[config.mk]
export PLATFORM = sky130hd
export DESIGN_NAME = control_sequencer
export DESIGN_NICKNAME = d
export VERILOG_FILES = /design/src/rtl/control_sequencer.sv
export SDC_FILE = /design/constraint.sdc
export NUM_CORES = 1
export LEC_CHECK = 0
export BUFFER_PORTS_ARGS = -buffer_cell sky130_fd_sc_hd__buf_4
export CORE_MARGIN = 2
export CORE_UTILIZATION = 46
export DETAILED_ROUTE_END_ITERATION = 16
export PLACE_DENSITY = 0.8
export RECOVER_POWER = 50
export SLEW_MARGIN = 30
export SYNTH_ARGS = -nofsm -noshare
export SYNTH_HDL_FRONTEND = slang
export SYNTH_SLANG_ARGS = --single-unit
[constraint.sdc]
create_clock -name clk_i -period 3.3 [get_ports clk_i]
set_clock_uncertainty 0.1 [all_clocks]
set_input_delay 0.33 -clock clk_i [delete_from_list [all_inputs] [get_ports clk_i]]
set_output_delay 0.33 -clock clk_i [all_outputs]
set_load 0.02 [all_outputs]
[src/rtl/control_sequencer.sv]
// control_sequencer: microcoded control unit for the 8-bit bus computer.
// Decodes ir opcode plus carry/zero flags, walks a 5-step T-state counter on
// the falling clock edge and drives every datapath control line.
// Optional build macro: EARLY_STEP_RESET_EN (return to T0 after the last
// active step of each instruction instead of always running T0..T4).
module control_sequencer #(
  parameter int unsigned N = 8,
  parameter int unsigned A = 4
) (
  input  logic         clk_i,
  input  logic         clr_ni,
  input  logic         prog_i,
  input  logic [N-1:0] ir_i,
  input  logic         cf_i,
  input  logic         zf_i,
  output logic         hlt_o,
  output logic         mi_o,
  output logic         ri_o,
  output logic         ro_no,
  output logic         ii_o,
  output logic         io_o,
  output logic         ai_o,
  output logic         ao_o,
  output logic         eo_o,
  output logic         su_o,
  output logic         fi_o,
  output logic         bi_o,
  output logic         oi_o,
  output logic         ce_o,
  output logic         co_o,
  output logic         j_o,
  output logic [2:0]   step_o,
  output logic         halted_o
);

  typedef enum logic [2:0] {StT0, StT1, StT2, StT3, StT4} step_e;

  localparam logic [3:0] OpNop = 4'h0;
  localparam logic [3:0] OpLda = 4'h1;
  localparam logic [3:0] OpAdd = 4'h2;
  localparam logic [3:0] OpSub = 4'h3;
  localparam logic [3:0] OpSta = 4'h4;
  localparam logic [3:0] OpLdi = 4'h5;
  localparam logic [3:0] OpJmp = 4'h6;
  localparam logic [3:0] OpJc  = 4'h7;
  localparam logic [3:0] OpJz  = 4'h8;
  localparam logic [3:0] OpOut = 4'hE;
  localparam logic [3:0] OpHlt = 4'hF;

  step_e      step_q, step_d, last_step;
  logic       halted_q, halted_d;
  logic [3:0] opcode;

  assign opcode = ir_i[N-1:N-4];

  // Operand field never influences control; keep it visibly unused.
  logic unused_operand;
  assign unused_operand = ^ir_i[A-1:0];

  // Final active step of the current instruction.
`ifdef EARLY_STEP_RESET_EN
  always_comb begin
    last_step = StT1;
    case (opcode)
      OpLdi, OpJmp, OpJc, OpJz, OpOut, OpHlt: last_step = StT2;
      OpLda, OpSta:                           last_step = StT3;
      OpAdd, OpSub:                           last_step = StT4;
      default:                                last_step = StT1;
    endcase
  end
`else
  always_comb begin
    last_step = StT4;
  end
`endif

  // Step counter and halt flag advance on the falling edge.
  always_ff @(negedge clk_i or negedge clr_ni) begin
    if (!clr_ni) begin
      step_q   <= StT0;
      halted_q <= 1'b0;
    end else begin
      step_q   <= step_d;
      halted_q <= halted_d;
    end
  end

  // Next-state: halt beats prog; HLT freezes the counter at T2.
  always_comb begin
    step_d   = step_q;
    halted_d = halted_q;
    if (halted_q) begin
      step_d = step_q;
    end else if (prog_i) begin
      step_d = StT0;
    end else if (step_q == StT2 && opcode == OpHlt) begin
      halted_d = 1'b1;
      step_d   = StT2;
    end else if (step_q == last_step || step_q == StT4) begin
      step_d = StT0;
    end else begin
      step_d = step_e'(3'(step_q + 3'd1));
    end
  end

  // Control decode; reset, halt and programming mode override the microcode.
  always_comb begin
    hlt_o = 1'b0; mi_o = 1'b0; ri_o = 1'b0; ro_no = 1'b1; ii_o = 1'b0;
    io_o  = 1'b0; ai_o = 1'b0; ao_o = 1'b0; eo_o  = 1'b0; su_o = 1'b0;
    fi_o  = 1'b0; bi_o = 1'b0; oi_o = 1'b0; ce_o  = 1'b0; co_o = 1'b0;
    j_o   = 1'b0;
    if (!clr_ni) begin
      hlt_o = 1'b0;
    end else if (halted_q) begin
      hlt_o = 1'b1;
    end else if (!prog_i) begin
      case (step_q)
        StT0: begin co_o = 1'b1; mi_o = 1'b1; end
        StT1: begin ro_no = 1'b0; ii_o = 1'b1; ce_o = 1'b1; end
        StT2: begin
          case (opcode)
            OpLda, OpAdd, OpSub, OpSta: begin io_o = 1'b1; mi_o = 1'b1; end
            OpLdi: begin io_o = 1'b1; ai_o = 1'b1; end
            OpJmp: begin io_o = 1'b1; j_o = 1'b1; end
            OpJc:  begin io_o = 1'b1; j_o = cf_i; end
            OpJz:  begin io_o = 1'b1; j_o = zf_i; end
            OpOut: begin ao_o = 1'b1; oi_o = 1'b1; end
            OpHlt: hlt_o = 1'b1;
            default: hlt_o = 1'b0;
          endcase
        end
        StT3: begin
          case (opcode)
            OpLda:        begin ro_no = 1'b0; ai_o = 1'b1; end
            OpAdd, OpSub: begin ro_no = 1'b0; bi_o = 1'b1; end
            OpSta:        begin ao_o = 1'b1; ri_o = 1'b1; end
            default:      ro_no = 1'b1;
          endcase
        end
        StT4: begin
          if (opcode == OpAdd || opcode == OpSub) begin
            eo_o = 1'b1; ai_o = 1'b1; fi_o = 1'b1;
            su_o = (opcode == OpSub);
          end
        end
        default: co_o = 1'b0;
      endcase
    end
  end

  assign step_o   = step_q;
  assign halted_o = halted_q;

  logic unused_opnop;
  assign unused_opnop = (OpNop == 4'h0);

endmodule

==> impl_metrics.ini, run 1 <==
[status]
status = aborted with a tool error
stop_stage = global routing (5_1_grt)
error_line = [ERROR DPL-0033] detailed placement checks failed during check placement.

[logic_synthesis]
synth_top_cell_area_share_pct = 16.7
seq_area_frac_synth_pct = 16.7
synth_top_cell_by_area = dfrtn_1
avgSynthCellArea_um2 = 7.99
ys_warn_count = 0
synthCells = 75
ys_types = 37
synth_area_leaders = dfrtn_1 (17%), ha_1 (10%), buf_4 (6.3%)
syn_nets = 93
ys_seq_elements = 4
netlist_area_um2 = 599

[place]
pre_cts_slack_ps = -380
gp_congestion = 0.865
hpwl_um = 1410
io_buffers = 28

[clocking]
cts_root_buffer = clkbuf_4
cts_hold_buffers = 0
htreeDepth = 1
ctsLongestPathBuffers = 2
cts_sinks = 4
cts_made_buffers = 3

[floorplanning]
start_util_pct = 47.9
rows = 13
die_w_um = 40.1
die_y_um = 40.1
ios = 33

[global_route]
grt_max_degree = 12
antenna_found_initial = 0

[timing]
worstEndpointGrtRepair = ai_o
timing.worst_endpoint.kind = output port
-- per-stage QoR --
| stage | std cells | utilization [%] | instance area (µm²) |
|---|---|---|---|
| 2_1_floorplan | 75 | - | 704 |
| 3_3_place_gp | 124 | 77.7 | 973 |
| 3_5_place_dp | 124 | 77.7 | 973 |
| 4_1_cts | 136 | 94.8 | 1190 |
-- repair_timing --
action / CTS
resized for setup: 27
pin swaps: 9
endpoints found under the setup margin: 16
endpoints found under the hold margin: 0
cloned: 0
setup buffers: 9
-- cell usage after synthesis --
library cell,number
o31ai_1,1
and2_1,3
inv_1,4
or3_1,1
buf_4,5
nand2_4,1
and3b_1,2
a22o_1,1
o21a_1,1
nor2_1,6
and3_1,1
a21oi_1,4
o41ai_1,1
buf_2,1
buf_6,1
nand2b_1,1
nand4_2,1
nand2_1,10
nor4bb_1,2
nor2b_1,1
nand3_1,1
nor3b_2,1
o22ai_1,1
nor4b_1,2
nor4b_4,1
o2bb2ai_1,1
o21ai_0,3
o211a_1,1
nor3b_1,1
nor4_1,1
nor3_1,1
ha_1,5
o21bai_1,1
or4_1,1
dfrtn_1,4
xor2_1,1
o221ai_1,1
-- logic make-up after synthesis --
| family | after synthesis | share of synthesized area, % |
|---|---|---|
| xor+xnor | 1 | 1.46 |
| compound gates | 16 | 18.2 |
| fa+ha+maj | 5 | 10.4 |
| simple gates | 38 | 41.8 |
| buf+inv | 11 | 11.5 |
| flops | 4 | 16.7 |
==> run 2: changes to the inputs <==
- CORE_AREA: default -> 2 2 63 65
- CORE_MARGIN: 2 -> default
- CORE_UTILIZATION: 46 -> default
- DIE_AREA: default -> 0 0 65 67
- PLACE_DENSITY: 0.8 -> default
- PLACE_DENSITY_LB_ADDON: default -> 0.15
==> run 2 against run 1 <==
Compared with the run above:
- area after synthesis is the same
- the flow now finishes, with violations (negative setup slack)
- synthesized cell count is the same
==> impl_metrics.ini, run 2 <==
[status]
status = finished, violations left
violations = negative setup slack

[logic_synthesis]
seq_area_frac_synth_pct = 16.7
ys_warn_count = 0
avgSynthCellArea_um2 = 7.99
ys_types = 37
synth_flop_cell = dfrtn_1
netlist_area_um2 = 599
synth_area_leaders = dfrtn_1 (17%), ha_1 (10%), buf_4 (6.3%)
ys_top_cells_by_count = nand2_1 (10), nor2_1 (6), buf_4 (5), ha_1 (5)
synth_top_cell_by_area = dfrtn_1
ys_seq_elements = 4
async_flop_share_pct = 100
yosysMostFrequentCell = nand2_1
synth_top_cell_area_share_pct = 16.7
synth_edf_count = 0
syn_nets = 93
synthCells = 75

[finish]
num_antenna_cells = 0
drive_gt1_share_pct = 69.9
final_common_cell = buf_4
final_cell_mix = buf_4 (39), buf_6 (12), nand2_1 (8), nor2_4 (4), dfrtn_1 (4)
syn_to_final_growth_pct = 110
fin_nets = 143
final_cells = 171
largest_register_ffs = 3
fin_util_pct = 34.9

[clocking]
cts_tree = built
ctsLongestPathBuffers = 2
cts_hold_buffers = 0
cts_made_buffers = 3
htreeDepth = 1
clk_latency_ps = 230
cts_sinks = 4
cts.clk_slew.worst_paths_ps = 30
cts_root_buffer = clkbuf_8

[floorplanning]
die_y_um = 67
die_w_um = 65
die_area_um2 = 4360
start_util_pct = 16.6
ios = 33
rows = 22
core_area_um2 = 3610

[power]
ir_drop_mv = 0.164
powerDensity_nw_per_um2 = 141
p_leak_nw = 0.562

[routing]
drtIter0Drc = 31
vias = 720
post_drt_via_cell_ratio = 4.21
postRouteAntennaNets = 0
first_pass_iters = 4
drcViolationCount = 0
drt_wl_total_um = 2040
routedWlPerCell_um = 11.9

[place]
dpl.cell_count = 160
gp_congestion = 0.811
io_buffers = 28
pre_cts_slack_ps = -387
hpwl_um = 1630

[critical_path]
r2r_slack_ps = 1750
worstPathArrival_ps = 3430
r2r_end = step_o[0]
reg2reg_depth = 4
cp.required_ps = 2870
crit_type = flop to output port
r2r-start = step_o[1]
start_kind = flop
cp_max_fo = 4
crit_path_end_kind = output port

[timing]
rsz0062_at_grt = yes
slew-limit-headroom_pct = 73.2
timing.hold.ws_ps = 566
finalHoldViolCount = 0
drv_slew = 0
fin_ws_ps = -562
setup_viol = 17
tns_ps = -5560
worst_slew_pin_slew_ps = 396

[hold_path]
hold_class = flop to flop
whs_path_depth = 3
hold_start = halted_o
hold_end = step_o[2]

[global_route]
track_usage_pct = 10.1
antenna_found_initial = 0
grt_pass1_vias = 753
grt_max_degree = 12
overflow = 0
grt_pass1_wl_um = 3440

[job]
drv_cap = 0
## run 2: how the worst max path moves through the flow
stage | start | to | depth (start not counted)
after floorplan | step_o[1] | ai_o | 5
after global placement | step_o[0] | ao_o | 6
after detailed placement | step_o[1] | ai_o | 6
after CTS | step_o[0] | ai_o | 6
after global routing | step_o[1] | ao_o | 5
final | step_o[1] | ao_o | 5
## run 2: final cells by class
class	instances	area [µm²]
clock buffers	3	41.3
inverters	4	15.0
fillers	376	2350
repair buffers	52	432
multi-input cells	60	609
well taps	48	60.1
flip-flops and latches	4	100
## run 2: repair_timing
item,CTS,global route
buffers inserted,5,5
pin swaps,6,2
endpoints found under the setup margin,16,16
gates resized for setup,21,10
gates cloned,0,0
## run 2: logic make-up after synthesis
logic type,synth area share [%]
compound gates,18.2
xor+xnor,1.46
fa+ha+maj,10.4
buf+inv,11.5
flops,16.7
simple gates,41.8
## run 2: metal layers
| layer | routed length [µm] | GRT usage (%) | up-vias |
|---|---|---|---|
| met5 | 0 | 0 | - |
| met4 | 10 | 3.99 | 0 |
| met3 | 101 | 1.01 | 2 |
| met2 | 1030 | 18.7 | 20 |
| met1 | 893 | 12.0 | 334 |
| li1 | - | - | 364 |
## run 2: through the flow
stage / area [µm²] / total power, W
2_1_floorplan: 704 / 0.0000674
3_3_place_gp: 1040 / 0.0000787
3_5_place_dp: 1040 / 0.0000789
4_1_cts: 1200 / 0.000180
5_1_grt: 1260 / 0.000189
6_report: 1260 / 0.000177
## run 2: report_power, final
group | switching [W] | internal, W | total (W)
clock network | 0.0000215 | 0.0000774 | 0.0000989
registers | 0 | 0.0000497 | 0.0000497
logic | 0.0000170 | 0.0000113 | 0.0000283
total | 0.0000385 | 0.000138 | 0.000177
## run 2: worst max-delay path, stage by stage, from the launching register on
cell and delay [ps]:
dfrtn_1 480, ha_2 230, nand4_2 170, or3_4 400, a21oi_4 120, buf_4 150
Note: power is estimated with default switching activity, not from simulation.
==> run 3: changes to the inputs <==
- CELL_PAD_IN_SITES_DETAIL_PLACEMENT: default -> 0
- CELL_PAD_IN_SITES_GLOBAL_PLACEMENT: default -> 2
==> run 3 against run 2 <==
Compared with the run above:
- the run still ends with negative setup slack left
- clock power grew 4%
- clock-buffer cell count is the same
- critical path depth grew 1
- design area increased by 8.9%
- sequential share of layout area fell by 0.65 points
- via count is 5.7% higher
- sequential cell count unchanged
- hold slack got worse by 6.0 ps
- combinational power up 7.4%
- register-to-register slack lost 100 ps
- critical endpoint is now ai_o
- highest routed layer unchanged
==> impl_metrics.ini, run 3 (synthesis results as in run 2) <==
[floorplanning]
start_util_pct = 16.6
rows = 22
core_area_um2 = 3610
die_w_um = 65
die_area_um2 = 4360
ios = 33
die_y_um = 67

[global_route]
overflow = 0
grt_max_degree = 12
track_usage_pct = 11.2
antenna_found_initial = 0
grt_pass1_wl_um = 3770
grt_pass1_vias = 796

[clocking]
cts_sinks = 4
cts.clk_slew.worst_paths_ps = 30
cts_made_buffers = 3
ctsLongestPathBuffers = 2
clk_latency_ps = 240
htreeDepth = 1
cts_root_buffer = clkbuf_8
cts_tree = built

[timing]
drv_slew = 0
worst_slew_pin_slew_ps = 373
timing.hold.ws_ps = 560
fin_ws_ps = -574
rsz0062_at_grt = yes
slew-limit-headroom_pct = 74.8
setup_viol = 16
finalHoldViolCount = 0

[hold_path]
hold_class = flop to flop

[finish]
fillCellCount = 392
largest_register_ffs = 3
syn_to_final_growth_pct = 128
final_cell_mix = buf_4 (41), buf_6 (18), nand2_1 (8), nor2_4 (4), dfrtn_1 (4)
num_antenna_cells = 0
fin_area_um2 = 1370
fin_nets = 151
drive_gt1_share_pct = 73.3
final_common_cell = buf_4

[power]
powerDensity_nw_per_um2 = 134
p_leak_nw = 0.594
ir_drop_mv = 0.131

[routing]
drt_wl_total_um = 2220
vias = 761
routedWlPerCell_um = 12.4
drcViolationCount = 0
postRouteAntennaNets = 0
first_pass_iters = 4
drtIter0Drc = 34
post_drt_via_cell_ratio = 4.25

[critical_path]
crit_path_end_kind = output port
worstPathArrival_ps = 3440
crit_buf_inv = 1
crit_chain = ha_4 > ha_4 > a21oi_1 > or4_4 > a21oi_4 > buf_6
cp.required_ps = 2870
crit_slowest_cell = dfrtn_1
slowest_delay_ps = 500
path_delay_family = flip-flops
cp_max_fo = 4
start_kind = flop
crit_type = flop to output port
cp_common_cell = ha_4

[place]
io_buffers = 28
pre_cts_slack_ps = -385
place_area_um2 = 1040
gp_congestion = 0.745
hpwl_um = 1650

[job]
drv_cap = 0

[status]
violations = negative setup slack
status = finished, violations left
[run 3: cell count changes in the layout (fill, tap and decap cells not counted), sizes merged]
cell,change
buf,+8
[run 3: routing by layer]
metal / GRT usage (%) / wire [µm] / part of all wire, % / vias to the layer above
li1: - / - / - / 383
met1: 12.9 / 970 / 44 / 354
met2: 20.6 / 1130 / 51 / 22
met3: 1.35 / 107 / 4.8 / 2
met4: 4.79 / 6 / 0.27 / 0
met5: 0 / 0 / 0 / -
[run 3: area by class of cell]
type / count / area (µm²) / area share [%]
timing repair buffer: 60 / 518 / 37.8
tap: 48 / 60.1 / 4.39
clock buffer: 3 / 41.3 / 3.02
sequential: 4 / 100 / 7.31
multi-input combinational: 60 / 632 / 46.2
inverter: 4 / 17.5 / 1.28
[run 3: report_power, final]
part	switching (W)	internal, W	leakage [nW]	total (W)
Clock	0.0000256	0.0000778	0.0216	0.000103
Sequential	0	0.0000497	0.0402	0.0000497
Combinational	0.0000180	0.0000124	0.532	0.0000304
Total	0.0000435	0.000140	0.594	0.000183
[run 3: through the flow]
stage / cells / setup TNS, ps / util, % / total power, W
CTS: 173 / -6340 / 35.3 / 0.000187
detailed placement: 161 / -3040 / 29.0 / 0.0000789
floorplan: 75 / -1770 / - / 0.0000674
finish: 179 / -5820 / 38.0 / 0.000183
global placement: 161 / -2990 / 29.0 / 0.0000789
global route: 179 / -7070 / 38.0 / 0.000193
[run 3: what timing repair did]
action,4_1_cts,5_1_grt
buffers inserted,9,7
endpoints found under the setup margin,16,16
pin swaps,10,4
hold buffers,0,0
resized for setup,27,14
[run 3: final timing paths]
path                              to      start  slack (ps)  cells past startpoint
min                        step_o[2]  step_o[2]         560                      3
min in group asynchronous   halted_o     clr_ni        1330                      1
min reg2reg                step_o[2]  step_o[2]         560                      3
max                             ai_o  step_o[0]        -570                      6
max reg2reg                step_o[0]  step_o[1]        1650                      5
max in group asynchronous  step_o[0]     clr_ni        1620                      1
[run 3: tightest hold or removal path, delay by kind of cell, from the launching register on]
family | cells | cell delay, ps
flip-flops | 1 | 490
AO/OA/AOI/OAI | 1 | 50
AND/OR/NAND/NOR | 1 | 50
buffers and inverters | 1 | 150
